--- config.mk ---
export PLATFORM = sky130hd
export DESIGN_NAME = mmio_button_in
export DESIGN_NICKNAME = d
export VERILOG_FILES = /design/src/rtl/mmio_button_in.sv
export SDC_FILE = /design/constraint.sdc
export NUM_CORES = 1
export LEC_CHECK = 0
export ABC_AREA = 1
export BUFFER_PORTS_ARGS = -buffer_cell sky130_fd_sc_hd__buf_2
export CAP_MARGIN = 25
export CORE_ASPECT_RATIO = 0.5
export CORE_MARGIN = 2
export CORE_UTILIZATION = 59
export DETAILED_ROUTE_END_ITERATION = 10
export PLACE_DENSITY_LB_ADDON = 0.2
export SYNTH_ARGS = -nofsm -noshare
export SYNTH_HDL_FRONTEND = slang
export SYNTH_SLANG_ARGS = --single-unit
--- constraint.sdc ---
create_clock -name sys_clk -period 2.54 [get_ports sys_clk]
set_input_delay 0.508 -clock sys_clk [delete_from_list [all_inputs] [get_ports sys_clk]]
set_output_delay 0.508 -clock sys_clk [all_outputs]
set_load 0.01 [all_outputs]
--- src/rtl/mmio_button_in.sv ---
//==============================================================================
// Module   : mmio_button_in
// Synchronised, debounced, rising-edge-latching button input register window.
// Optional MMIO_BTN_IRQ_EN adds an IE mask register and a registered irq output.
// Revision : 1.0
//==============================================================================
`default_nettype none

module mmio_button_in #(
    parameter int          N_BTN           = 4,
    parameter int          DEBOUNCE_CYCLES = 250000,
    parameter logic [31:0] BASE_ADDR       = 32'h8000_0010
) (
    input  logic             sys_clk,
    input  logic             reset,
    input  logic [N_BTN-1:0] btn_in,
    input  logic [31:0]      addr,
    input  logic             mem_write,
    input  logic [31:0]      write_data,
    output logic             hit,
    output logic [31:0]      read_data
`ifdef MMIO_BTN_IRQ_EN
    ,
    output logic             irq
`endif
);

    localparam int                 c_cnt_w   = $clog2(DEBOUNCE_CYCLES);
    localparam logic [c_cnt_w-1:0] c_cnt_max = c_cnt_w'(DEBOUNCE_CYCLES - 1);

    logic [N_BTN-1:0] sync1_q, sync1_d;
    logic [N_BTN-1:0] sync_q, sync_d;
    logic [N_BTN-1:0] stable_q, stable_d;
    logic [N_BTN-1:0] stable_dly_q, stable_dly_d;
    logic [N_BTN-1:0] edge_q, edge_d;

    logic [31:0]      w_offset;
    logic [1:0]       w_reg_sel;
    logic             w_wr;
    logic [N_BTN-1:0] w_rise;
    logic [N_BTN-1:0] w_edge_clr;

    assign hit       = (addr >= BASE_ADDR) && (addr < (BASE_ADDR + 32'd12));
    assign w_offset  = addr - BASE_ADDR;
    assign w_reg_sel = w_offset[3:2];
    assign w_wr      = mem_write && hit;

    assign w_rise     = stable_q & ~stable_dly_q;
    assign w_edge_clr = (w_wr && (w_reg_sel == 2'd1)) ? write_data[N_BTN-1:0] : '0;

    // Per-line debounce: the stable level only follows sync after DEBOUNCE_CYCLES
    // consecutive disagreeing samples; any agreement restarts the count.
    for (genvar i = 0; i < N_BTN; i++) begin : g_btn
        logic [c_cnt_w-1:0] cnt_q, cnt_d;
        logic               stable_nxt;

        always_comb begin
            cnt_d      = '0;
            stable_nxt = stable_q[i];
            if (sync_q[i] != stable_q[i]) begin
                if (cnt_q == c_cnt_max) begin
                    stable_nxt = sync_q[i];
                end else begin
                    cnt_d = cnt_q + 1'b1;
                end
            end
        end

        always_ff @(posedge sys_clk) begin
            if (reset) begin
                cnt_q <= '0;
            end else begin
                cnt_q <= cnt_d;
            end
        end

        assign stable_d[i] = stable_nxt;
    end

    always_comb begin
        sync1_d      = btn_in;
        sync_d       = sync1_q;
        stable_dly_d = stable_q;
        // A rise landing on the same edge as its W1C must survive.
        edge_d       = (edge_q & ~w_edge_clr) | w_rise;
    end

    always_ff @(posedge sys_clk) begin
        if (reset) begin
            sync1_q      <= '0;
            sync_q       <= '0;
            stable_q     <= '0;
            stable_dly_q <= '0;
            edge_q       <= '0;
        end else begin
            sync1_q      <= sync1_d;
            sync_q       <= sync_d;
            stable_q     <= stable_d;
            stable_dly_q <= stable_dly_d;
            edge_q       <= edge_d;
        end
    end

`ifdef MMIO_BTN_IRQ_EN
    logic [N_BTN-1:0] ie_q, ie_d;
    logic             irq_q, irq_d;

    always_comb begin
        ie_d  = (w_wr && (w_reg_sel == 2'd2)) ? write_data[N_BTN-1:0] : ie_q;
        irq_d = |(edge_q & ie_q);
    end

    always_ff @(posedge sys_clk) begin
        if (reset) begin
            ie_q  <= '0;
            irq_q <= 1'b0;
        end else begin
            ie_q  <= ie_d;
            irq_q <= irq_d;
        end
    end

    assign irq = irq_q;
`endif

    always_comb begin
        read_data = '0;
        if (hit) begin
            case (w_reg_sel)
                2'd0:    read_data = 32'(stable_q);
                2'd1:    read_data = 32'(edge_q);
`ifdef MMIO_BTN_IRQ_EN
                2'd2:    read_data = 32'(ie_q);
`endif
                default: read_data = '0;
            endcase
        end
    end

    logic w_unused;
    assign w_unused = &{1'b0, w_offset, write_data};

endmodule

`default_nettype wire

==> impl_metrics.tcl <==
set metrics [dict create \
    crit_path_max_fanout 6 \
    drc 0 \
    clk_pin_slew_worst_paths_ps 60 \
    cts_buffers 9 \
    hold_depth 3 \
    initial_utilization_pct 60.2 \
    ys_warn_count 0 \
    cts_hold_buf 0 \
    final_max_slew_viol_count 0 \
    drtPass1Iterations 4 \
    drive_gt1_share_pct 12.9 \
    syn_inst 705 \
    crit_family "simple AND/OR/NAND/NOR gates" \
    fp.dieH_microns 67.7 \
    setup_slack_ps 569 \
    cts-root-buf "clkbuf_16" \
    fin_crit_sh_pct 77.6 \
    multi_input_area_sq_um 2440 \
    postRouteAntennaNets 0 \
    clock_skew_ps 4.88 \
    fill_cells 716 \
    p_per_area_nw_per_um2 541 \
    mappedNetlistArea_sq_um 4780 \
    dp_hpwl_microns 6850 \
    first_global_vias 3896 \
    min_to "sync1_q[0]" \
    port_buffers 45 \
    row_count 23 \
    crit_top_cell "nor2_1" \
    die-area_sq_um 8890 \
    crit_buf_inv 4 \
    cts_tree "yes" \
    critPathRequiredTime_ps 2030 \
    core_sq_um 7940 \
    setup_violations 0 \
    place_congestion 0.887 \
    min_period_ps 1970 \
    grt_use_total_pct 22.1 \
    grt_pass1_wl_microns 16100 \
    post-cts-setup-buffer-count 0 \
    grt_setup_unrepaired "false" \
    layout_common_cells "nand2_1, nor2_1, dfxtp_1, inv_1, buf_2" \
    ir_worst_vdd_mv 0.355 \
    p_leak_nw 1.82 \
    synth-seq-cells 92 \
    hold_violations 0 \
    reg2reg_depth 8 \
    final_nets 830 \
    grt_max_degree 19 \
    wl_microns 9120 \
    max_cap_violations 0 \
    post_drt_wl_per_cell_microns 10.5 \
    rrSetupSlack_ps 770 \
    cts_resized 0 \
    status "completed" \
    cp-start-kind "input port" \
    synth_cell_type_count 35 \
    io_pins 104 \
    clkLatencyLatePin_ps 340 \
    vias 4259 \
    grt_overflow 0 \
    final_common_cell "nand2_1" \
    synth_top_area_share_pct 38.5 \
    holdCritStartpoint "btn_in[0]" \
    antenna_found_initial 0 \
    synth.area.top_cells "dfxtp_1, nand2_1, nor2_1" \
    path_cells "buf_2 -> nor2_1 -> nand2_1 -> nor2_1 -> nand2_1 -> nor2_1 -> buf_4 -> inv_1 -> nor2_1 -> buf_2" \
    cts_num_sinks 92 \
    yosysTopAreaCell "dfxtp_1" \
    cp_data_arrival_time_ps 1460 \
    cts-htree-levels 3 \
    crit_path_max_incr_delay_ps 140 \
    n_antenna_cell 0 \
    hold_class "in -> reg" \
    dr_wl_met2_microns 4300 \
    top_layer "met4" \
    rr_startpoint "g_btn[3].cnt_q[0]" \
    endpoint_kind "output pin" \
    die_x_microns 131 \
    post-place-ws_ps 578 \
    max_freq_mhz 507 \
    clock_path_buffers 2 \
    slowest_stage "buf_4" \
    yosysSeqAreaShare_pct 38.5 \
    worstReg2RegEnd "g_btn[3].cnt_q[2]" \
    setup_tns_ps 0 \
    drtIter0Drc 284 \
    m1WireLength_microns 4410 \
    syn_area_per_cell_sq_um 6.78 \
    wl_met3_microns 333 \
    viasPerCell 4.89 \
    cp_num_cells 10 \
    critical_path_class "in -> out" \
    seq_area_sq_um 1840 \
    syn2layout_area_growth_pct 10.5 \
]
stage by stage:
step / hold slack (ps) / std cells / power (W) / utilization [%] / area (sq um)
finish: 371 / 871 / 0.00286 / 66.6 / 5290
global route: 379 / 871 / 0.00297 / 66.6 / 5290
CTS: 363 / 871 / 0.00290 / 66.6 / 5290
detailed placement: 394 / 856 / 0.00158 / 62.9 / 4990
global placement: 391 / 856 / 0.00158 / 62.9 / 4990
floorplan: 388 / 732 / 0.00157 / - / 4880
state kept, by name, summed over array words and instances (netlist names):
name,flops
edge_q,4
sync1_q,4
stable_dly_d,4
sync_q,4
g_btn.cnt_q,72
stable_dly_q,4
metal layers:
layer	GRT usage, %	up-vias
li1	-	2266
met1	25.5	1912
met2	41.4	71
met3	5.56	10
met4	7.20	0
met5	0	-
logic make-up after synthesis:
| family | synth area share (%) |
|---|---|
| fa+ha+maj | 1.05 |
| simple gates | 37.1 |
| xor+xnor | 2.93 |
| other cells | 0.0784 |
| flops | 38.5 |
| compound gates | 7.72 |
| buf+inv | 12.7 |
synth_stat cells (all sizes together):
cell type,n
and2,1
inv,91
o21ai,13
nand3b,5
xor2,12
nor2,142
a21oi,49
buf,34
nor3b,1
conb,1
o22ai,4
nand4,22
dfxtp,92
nor3,21
xnor2,4
nand2,156
o21bai,1
nand3,40
or2,12
ha,4
tightest hold or removal path: stages:
cell	delay [ps]
buf_2	70
inv_1	30
nor2_1	60
worst max path at each step:
stage | from | end | slack, ps
detailed placement | addr[21] | read_data[3] | 580
global route | addr[15] | read_data[1] | 370
global placement | addr[13] | read_data[1] | 600
floorplan | addr[13] | read_data[0] | 600
finish | addr[13] | read_data[2] | 570
CTS | addr[21] | read_data[3] | 570
report_power, final:
part	total (W)	leakage (nW)	internal (W)	switching (W)
clock network	0.00131	0.143	0.000788	0.000527
logic	0.0000892	0.931	0.0000331	0.0000561
registers	0.00146	0.743	0.00145	0.00000572
total	0.00286	1.82	0.00227	0.000588
cell type report:
type	count	share of cell area (%)
Timing Repair Buffer	46	4.40
Clock inverter	3	0.899
Clock buffer	12	4.66
Sequential cell	92	34.8
Inverter	91	6.46
Multi-Input combinational cell	515	46.1
Tap cell	112	2.65
Power figures use the tool's default switching activity.
